### src/rtl/hazard_pkg.sv
// Shared types and constants for the pipeline hazard unit: FSM state encoding
// and the operand-forwarding mux select codes.
package hazard_pkg;

  typedef enum logic [1:0] {
    RUN        = 2'd0,
    LOAD_STALL = 2'd1,
    MEM_WAIT   = 2'd2,
    FLUSH      = 2'd3
  } state_t;

  localparam logic [1:0] FWD_RF    = 2'b00;
  localparam logic [1:0] FWD_EXMEM = 2'b10;
  localparam logic [1:0] FWD_MEMWB = 2'b01;

  localparam int CNT_W = 4;

endpackage

### src/rtl/hazard_if.sv
// Bundle of pipeline-register request fields and the stall/flush/forward
// controls exchanged between the pipeline (master) and the hazard unit (slave).
interface hazard_if #(
  parameter int RA_W = 5
);
  logic [RA_W-1:0] id_rs1;
  logic [RA_W-1:0] id_rs2;
  logic            id_use_rs1;
  logic            id_use_rs2;
  logic [RA_W-1:0] ex_rd;
  logic            ex_reg_write;
  logic            ex_mem_read;
  logic [RA_W-1:0] mem_rd;
  logic            mem_reg_write;
  logic            redirect;
  logic            mem_req;
  logic            mem_ready;

  logic            stall;
  logic            freeze;
  logic            flush_ifid;
  logic            flush_idex;
  logic [1:0]      fwd_a;
  logic [1:0]      fwd_b;
  logic            timeout;

  modport master (
    output id_rs1, id_rs2, id_use_rs1, id_use_rs2, ex_rd, ex_reg_write, ex_mem_read,
           mem_rd, mem_reg_write, redirect, mem_req, mem_ready,
    input  stall, freeze, flush_ifid, flush_idex, fwd_a, fwd_b, timeout
  );

  modport slave (
    input  id_rs1, id_rs2, id_use_rs1, id_use_rs2, ex_rd, ex_reg_write, ex_mem_read,
           mem_rd, mem_reg_write, redirect, mem_req, mem_ready,
    output stall, freeze, flush_ifid, flush_idex, fwd_a, fwd_b, timeout
  );
endinterface

### src/rtl/fwd_select.sv
// Operand forwarding select for one source register; the younger EX_MEM
// result wins over MEM_WB, and x0 is never forwarded.
module fwd_select
  import hazard_pkg::*;
#(
  parameter int RA_W = 5
) (
  input  logic [RA_W-1:0] rs,
  input  logic [RA_W-1:0] mem_rd,
  input  logic            mem_we,
  input  logic [RA_W-1:0] wb_rd,
  input  logic            wb_we,
  output logic [1:0]      fwd
);

  // NOTE: every always_comb output gets a default first so no path can infer a latch.
  always_comb begin
    fwd = FWD_RF;
    if (mem_we && (mem_rd != '0) && (mem_rd == rs)) begin
      fwd = FWD_EXMEM;
    end else if (wb_we && (wb_rd != '0) && (wb_rd == rs)) begin
      fwd = FWD_MEMWB;
    end
  end

endmodule

### src/rtl/hazard_unit.sv
// Load-use / memory-wait / redirect hazard controller: a 4-state FSM sequences
// stall and flush windows; forwarding selects are decoded alongside.
module hazard_unit
  import hazard_pkg::*;
#(
  parameter int RA_W         = 5,
  parameter int FLUSH_CYCLES = 2,
  parameter int WAIT_MAX     = 15
) (
  input  logic clk,
  input  logic rst,
  hazard_if.slave hz
);

  localparam logic [CNT_W-1:0] FLUSH_LOAD  = CNT_W'(FLUSH_CYCLES);
  localparam logic [CNT_W-1:0] FLUSH_FIRST = CNT_W'(FLUSH_CYCLES - 1);
  localparam logic [CNT_W-1:0] WAIT_LIM    = CNT_W'(WAIT_MAX);
  localparam logic [CNT_W-1:0] CNT_SAT     = '1;

  state_t           state_q, state_d;
  logic [CNT_W-1:0] wait_cnt_q, wait_cnt_d;
  logic [CNT_W-1:0] flush_cnt_q, flush_cnt_d;
  logic             pend_q, pend_d;
  logic             timeout_q, timeout_d;
  logic [RA_W-1:0]  wb_rd_q;
  logic             wb_we_q;

  logic stall_c, freeze_c, flush_ifid_c, flush_idex_c;
  logic [1:0] fwd_a_c, fwd_b_c;
  logic load_use, mem_stall;

  assign load_use = hz.ex_mem_read && (hz.ex_rd != '0) &&
                    ((hz.id_use_rs1 && (hz.id_rs1 == hz.ex_rd)) ||
                     (hz.id_use_rs2 && (hz.id_rs2 == hz.ex_rd)));
  assign mem_stall = hz.mem_req && !hz.mem_ready;

  always_comb begin
    state_d      = state_q;
    wait_cnt_d   = wait_cnt_q;
    flush_cnt_d  = flush_cnt_q;
    pend_d       = pend_q;
    timeout_d    = timeout_q;
    stall_c      = 1'b0;
    freeze_c     = 1'b0;
    flush_ifid_c = 1'b0;
    flush_idex_c = 1'b0;

    unique case (state_q)
      RUN, LOAD_STALL: begin
        if (state_q == LOAD_STALL) state_d = RUN;
        if (state_q == RUN && mem_stall) begin
          stall_c    = 1'b1;
          freeze_c   = 1'b1;
          state_d    = MEM_WAIT;
          pend_d     = hz.redirect;
          wait_cnt_d = CNT_W'(1);
        end else if (hz.redirect) begin
          flush_ifid_c = 1'b1;
          flush_idex_c = 1'b1;
          if (FLUSH_CYCLES > 1) begin
            state_d     = FLUSH;
            flush_cnt_d = FLUSH_FIRST;
          end
        end else if (state_q == RUN && load_use) begin
          // One bubble: hold IF_ID, squash ID_EX; the load then forwards from EX_MEM.
          stall_c      = 1'b1;
          flush_idex_c = 1'b1;
          state_d      = LOAD_STALL;
        end
      end

      MEM_WAIT: begin
        if (!hz.mem_ready) begin
          stall_c    = 1'b1;
          freeze_c   = 1'b1;
          pend_d     = pend_q | hz.redirect;
          wait_cnt_d = (wait_cnt_q == CNT_SAT) ? CNT_SAT : wait_cnt_q + 1'b1;
        end else begin
          wait_cnt_d = '0;
          pend_d     = 1'b0;
          if (pend_q || hz.redirect) begin
            state_d     = FLUSH;
            flush_cnt_d = FLUSH_LOAD;
          end else begin
            state_d = RUN;
          end
        end
      end

      FLUSH: begin
        if (mem_stall) begin
          // Memory wait pre-empts the flush; the rest of it is replayed afterwards.
          stall_c     = 1'b1;
          freeze_c    = 1'b1;
          state_d     = MEM_WAIT;
          pend_d      = 1'b1;
          wait_cnt_d  = CNT_W'(1);
          flush_cnt_d = '0;
        end else begin
          flush_ifid_c = 1'b1;
          flush_idex_c = 1'b1;
          if (hz.redirect) begin
            flush_cnt_d = FLUSH_LOAD;
          end else if (flush_cnt_q <= CNT_W'(1)) begin
            flush_cnt_d = '0;
            state_d     = RUN;
          end else begin
            flush_cnt_d = flush_cnt_q - 1'b1;
          end
        end
      end

      default: state_d = RUN;
    endcase

    if (state_d == MEM_WAIT && wait_cnt_d >= WAIT_LIM) timeout_d = 1'b1;
  end

  // NOTE: sequential state uses non-blocking assignments so all registers update together.
  always_ff @(posedge clk) begin
    if (rst) begin
      state_q     <= RUN;
      wait_cnt_q  <= '0;
      flush_cnt_q <= '0;
      pend_q      <= 1'b0;
      timeout_q   <= 1'b0;
      wb_rd_q     <= '0;
      wb_we_q     <= 1'b0;
    end else begin
      state_q     <= state_d;
      wait_cnt_q  <= wait_cnt_d;
      flush_cnt_q <= flush_cnt_d;
      pend_q      <= pend_d;
      timeout_q   <= timeout_d;
      if (!freeze_c) begin
        wb_rd_q <= hz.mem_rd;
        wb_we_q <= hz.mem_reg_write;
      end
    end
  end

  fwd_select #(.RA_W(RA_W)) u_fwd_a (
    .rs(hz.id_rs1), .mem_rd(hz.mem_rd), .mem_we(hz.mem_reg_write),
    .wb_rd(wb_rd_q), .wb_we(wb_we_q), .fwd(fwd_a_c)
  );

  fwd_select #(.RA_W(RA_W)) u_fwd_b (
    .rs(hz.id_rs2), .mem_rd(hz.mem_rd), .mem_we(hz.mem_reg_write),
    .wb_rd(wb_rd_q), .wb_we(wb_we_q), .fwd(fwd_b_c)
  );

  // Outputs are forced quiet while reset is held, not just after it.
  assign hz.stall      = stall_c      & ~rst;
  assign hz.freeze     = freeze_c     & ~rst;
  assign hz.flush_ifid = flush_ifid_c & ~rst;
  assign hz.flush_idex = flush_idex_c & ~rst;
  assign hz.fwd_a      = rst ? FWD_RF : fwd_a_c;
  assign hz.fwd_b      = rst ? FWD_RF : fwd_b_c;
  assign hz.timeout    = timeout_q    & ~rst;

endmodule

### src/flat_wrapper.sv
// flat-port wrapper written by rule: the top's interface ports become plain ports
module hazard_unit_flat import hazard_pkg::*;
#(
  parameter int RA_W         = 5,
  parameter int FLUSH_CYCLES = 2,
  parameter int WAIT_MAX     = 15
)
  (clk, rst, hz_id_rs1, hz_id_rs2, hz_id_use_rs1, hz_id_use_rs2, hz_ex_rd, hz_ex_reg_write, hz_ex_mem_read, hz_mem_rd, hz_mem_reg_write, hz_redirect, hz_mem_req, hz_mem_ready, hz_stall, hz_freeze, hz_flush_ifid, hz_flush_idex, hz_fwd_a, hz_fwd_b, hz_timeout);
  hazard_if #(.RA_W(RA_W)) hz_i ();
  input  logic clk;
  input  logic rst;
  input wire logic [$bits(hz_i.id_rs1)-1:0] hz_id_rs1;
  input wire logic [$bits(hz_i.id_rs2)-1:0] hz_id_rs2;
  input wire logic [$bits(hz_i.id_use_rs1)-1:0] hz_id_use_rs1;
  input wire logic [$bits(hz_i.id_use_rs2)-1:0] hz_id_use_rs2;
  input wire logic [$bits(hz_i.ex_rd)-1:0] hz_ex_rd;
  input wire logic [$bits(hz_i.ex_reg_write)-1:0] hz_ex_reg_write;
  input wire logic [$bits(hz_i.ex_mem_read)-1:0] hz_ex_mem_read;
  input wire logic [$bits(hz_i.mem_rd)-1:0] hz_mem_rd;
  input wire logic [$bits(hz_i.mem_reg_write)-1:0] hz_mem_reg_write;
  input wire logic [$bits(hz_i.redirect)-1:0] hz_redirect;
  input wire logic [$bits(hz_i.mem_req)-1:0] hz_mem_req;
  input wire logic [$bits(hz_i.mem_ready)-1:0] hz_mem_ready;
  output wire logic [$bits(hz_i.stall)-1:0] hz_stall;
  output wire logic [$bits(hz_i.freeze)-1:0] hz_freeze;
  output wire logic [$bits(hz_i.flush_ifid)-1:0] hz_flush_ifid;
  output wire logic [$bits(hz_i.flush_idex)-1:0] hz_flush_idex;
  output wire logic [$bits(hz_i.fwd_a)-1:0] hz_fwd_a;
  output wire logic [$bits(hz_i.fwd_b)-1:0] hz_fwd_b;
  output wire logic [$bits(hz_i.timeout)-1:0] hz_timeout;
  assign hz_i.id_rs1 = hz_id_rs1;
  assign hz_i.id_rs2 = hz_id_rs2;
  assign hz_i.id_use_rs1 = hz_id_use_rs1;
  assign hz_i.id_use_rs2 = hz_id_use_rs2;
  assign hz_i.ex_rd = hz_ex_rd;
  assign hz_i.ex_reg_write = hz_ex_reg_write;
  assign hz_i.ex_mem_read = hz_ex_mem_read;
  assign hz_i.mem_rd = hz_mem_rd;
  assign hz_i.mem_reg_write = hz_mem_reg_write;
  assign hz_i.redirect = hz_redirect;
  assign hz_i.mem_req = hz_mem_req;
  assign hz_i.mem_ready = hz_mem_ready;
  assign hz_stall = hz_i.stall;
  assign hz_freeze = hz_i.freeze;
  assign hz_flush_ifid = hz_i.flush_ifid;
  assign hz_flush_idex = hz_i.flush_idex;
  assign hz_fwd_a = hz_i.fwd_a;
  assign hz_fwd_b = hz_i.fwd_b;
  assign hz_timeout = hz_i.timeout;
  hazard_unit #(.RA_W(RA_W), .FLUSH_CYCLES(FLUSH_CYCLES), .WAIT_MAX(WAIT_MAX)) u_core (.clk(clk), .rst(rst), .hz(hz_i));
endmodule
### config.mk
export PLATFORM = sky130hd
export DESIGN_NAME = hazard_unit_flat
export DESIGN_NICKNAME = d
export VERILOG_FILES = /design/src/rtl/hazard_pkg.sv /design/src/rtl/hazard_if.sv /design/src/rtl/fwd_select.sv /design/src/rtl/hazard_unit.sv /design/src/flat_wrapper.sv
export SDC_FILE = /design/constraint.sdc
export NUM_CORES = 1
export LEC_CHECK = 0
export ABC_CLOCK_PERIOD_IN_PS = 1800
export BUFFER_PORTS_ARGS = -buffer_cell sky130_fd_sc_hd__buf_2
export CAP_MARGIN = 10
export CORE_MARGIN = 2
export CORE_UTILIZATION = 52
export DETAILED_ROUTE_END_ITERATION = 8
export PLACE_DENSITY = 0.77
export SYNTH_ARGS = -nofsm -noshare
export SYNTH_HDL_FRONTEND = slang
export SYNTH_HIERARCHICAL = 1
export SYNTH_SLANG_ARGS = --single-unit
### constraint.sdc
create_clock -name clk -period 1.8 [get_ports clk]
set_input_delay 0.27 -clock clk [delete_from_list [all_inputs] [get_ports clk]]
set_output_delay 0.27 -clock clk [all_outputs]
set_load 0.01 [all_outputs]
==> summary.md <==
| Metric | Value |
|---|---|
| Measured slew at the worst slew-check pin | between 0.5 and 0.6 ns |
| CTS H-tree lvls | 1 |
| Hold Path Depth | 3 |
| First-pass GRT wire length | about 6000 microns |
| Vias post-DR | 1,510 |
| Syn_nets | 211 |
| Hold_sp | hz_mem_reg_write |
| Slew headroom | 0.623 |
| Top-level port count | 39 |
| Post-Synth Adder-Cell Area | 0.0407 |
| Crit path time final | approximately 1.8 ns |
| Vias per cell | between 5 and 6 |
| Xor and xnor area share after synthesis | 0.154 |
| Clk_skew | 0.00846 ns |
| Tot Pwr | about 0.0010 W |
| Routed wire per std cell | 14.9 microns |
| Mapped Area | 1480 sq um |
| Status | finished clean |
| Synth top area share | 0.244 |
| Simple-gate area share of the yosys netlist | 0.270 |
| Layout Cells excl Fill | roughly 260 |
| Top post-synthesis cells by count | xnor2_1 (20), dfxtp_1 (18), nor2_1 (16) |
| Synth Area in Compound Gates | 0.203 |
| YS warnings | 6 |
| #FFs+latches synth | 18 |
| Routed Antenna Nets | 0 |
| Crit share post-route | 0.998 |
| Grt ovf | 0 |
| Core box area | 2730 sq um |
| Chip width | 57.3 microns |
| Starting density of the core | 0.540 |
| FFs w/ async S/R, synth | 0 |
| CTS Root Cell | clkbuf_4 |
| Multiplexer share of the synthesized area | 0.0407 |
| Average size of a mapped cell | 8.29 sq um |
| Worst path required time | 1.53 ns |
| Worst-Skew Late Latency | 0.28 ns |
| Pleak | 0.759 nW |
| DR DRC count | 0 |
| Final Wtd Congestion | 0.848 |
| Initial antenna violation count | 0 |
| Max Fclk | around 560 MHz |
| Crit Path Max Fanout | 3 |
| CP Capture Type | primary output |
| Cell count after placement | 244 |
| Most frequent cell after synthesis | xnor2_1 |
| CTS Sinks | 18 |
| Reg2reg path depth | 8 |
| Layout cell share with drive strength beyond 1 | 0.357 |
| Core Util, Final | 0.671 |
| CTS tree | yes |
| Dominant cell type by area after synthesis | dfxtp_1 |
| Worst reg-to-reg setup slack | between 0.1 and 0.15 ns |
| Register area share after synthesis | 0.244 |
| Setup CP Type | in2out |
| Iteration-0 DRC Markers | ~80 |
| RR Endpoint | u_core/flush_cnt_q[0] |
| Layout Nets | 258 |
| Setup TNS | 0 ns |
| Fill cells | 238 |
| Worst setup SP type | primary input |
| Worst Path Buf+Inv | 2 |
| DRT Wirelength | 3800 microns |
| Half-perimeter wire length after placement | 2850 microns |
| Hold crit path type | in2reg |
| Crit path DAT | approximately 1.5 ns |
| Slowest CP cell | or4_1 |
| Max clock buf depth | 2 |
| CP peak stage delay | around 0.54 ns |
| Synth Instances | around 180 |
| Fin. max-slew vios | 0 |
| CTS clk-pin slew, worst paths | around 0.10 ns |
| Synth area leaders | dfxtp_1 (24%), xnor2_1 (12%), a21oi_1 (4.1%) |
| Hold endpoint | u_core/wb_we_q |
| CTS Buf Count | 3 |
| Vias in the first global route | 1,359 |
| All-Layer GR Usage | 0.228 |
| Largest family of logic cells by synthesized area | simple AND/OR/NAND/NOR gates |
| I/O Buffers | 37 |
| Netlist cell types | 48 |
| Drt pass-1 iters | 4 |
| IR drop worst, VDD | 0.000311 V |
| Critical Path Most Common Cell | buf_2 |
| Max_cap viols | 0 |
| Die area | about 3300 sq um |
| Die H | 57.3 microns |
| RSZ-0062 raised after global routing | yes |
| Hold buffer count at cts | 0 |
| Post-synth EDFFs | 0 |
| Rows | 19 |
| Cell area power density | 565 nW/um^2 |
| Synth Flop Type | dfxtp_1 |
| Family with the most delay on the worst path | simple AND/OR/NAND/NOR gates |
| Final hold vios | 0 |
| Antenna diodes | 0 |
| P&R area growth vs syn | 24.3% |
| Hold_ws | 0.280 ns |
| Final setup fails | 0 |
| Worst path cell trace | buf_2 > or4_1 > nor2_2 > nor4b_4 > nand2_1 > a311oi_2 > buf_2 |
| Worst r2r src | u_core/flush_cnt_q[1] |
| Largest net degree at the start of global routing | 27 |
[per-stage QoR]
step / setup slack, ns / instance area [sq um]
CTS: 0.0109 / 1760
global placement: 0.0374 / 1690
detailed placement: 0.00191 / 1690
finish: 0.00293 / 1840
floorplan: 0.216 / 1480
global route: -0.0349 / 1840
[worst register-to-register path: cells and delay by family, from the launching register on]
kind	cells	cell delay, ns
and+or+nand+nor	3	0.33
AOI/OAI and AO/OA	2	0.37
adders and majority gates	1	0.22
buffers and inverters	2	0.24
DFF	1	0.39
[repair_timing]
action / in CTS / in global routing
setup buffers: 0 / 7
endpoints found under the setup margin: 4 / 6
resized for setup: 9 / 3
pin swaps: 1 / 3
[metal layers]
metal,part of all wire,routed length (microns),vias to the layer above,track usage
met5,0,0,-,0
met4,0.0090,34,0,0.0631
met3,0.048,184,4,0.0181
met2,0.52,1970,60,0.424
met1,0.42,1610,713,0.282
li1,-,-,733,-
[sequential cells by signal, summed over array words and instances (netlist names)]
name,flops
u_core/pend_q,1
u_core/wb_rd_q,5
u_core/wait_cnt_q,4
u_core/flush_cnt_q,4
u_core/wb_we_q,1
u_core/timeout_q,1
u_core/state_q,2
[power by group]
part           internal (W)  switching, W
sequential         0.000421     0.0000281
clock              0.000123      0.000119
combinational      0.000164      0.000181
total              0.000708      0.000328
[cells in the final DEF (no fill, tap or decap), drive strengths merged, types with 6 or more instances in the layout]
| cell type | instances |
|---|---|
| a21oi | 13 |
| buf | 49 |
| dfxtp | 18 |
| inv | 6 |
| mux2i | 6 |
| nand2 | 10 |
| nand3 | 9 |
| nor2 | 16 |
| nor2b | 7 |
| nor3 | 10 |
| o21ai | 10 |
| xnor2 | 20 |
| xor2 | 6 |
[area by class of cell]
type / count / area (sq um) / share of cell area
tap: 31 / 38.8 / 0.0211
multi-input combinational: 147 / 1080 / 0.588
timing repair buffer: 49 / 288 / 0.157
sequential: 18 / 370 / 0.202
clock buffer: 4 / 36.3 / 0.0198
inverter: 6 / 22.5 / 0.0123
[cell families (layout without fill, tap and decap cells)]
logic type                 Yosys count  count (layout)
and+or+nand+nor                     69              69
AOI/OAI and AO/OA                   41              41
buffers and inverters               13              59
xor gates and xnor gates            26              26
muxes                                6               6
DFF                                 18              18
adders and majority gates            5               5
[how the worst max path moves through the flow]
stage	slack (ns)	end	startpoint	depth (start not counted)
finish	0.003	hz_flush_idex	hz_ex_rd[3]	7
detailed placement	0.002	hz_flush_idex	hz_ex_rd[3]	7
floorplan	0.22	hz_flush_idex	u_core/state_q[1]	4
CTS	0.01	hz_flush_idex	u_core/state_q[1]	4
global placement	0.04	hz_flush_idex	hz_ex_rd[3]	7
global route	-0.03	hz_flush_idex	hz_ex_rd[3]	7
No activity file was read; power rests on OpenSTA's default activity.
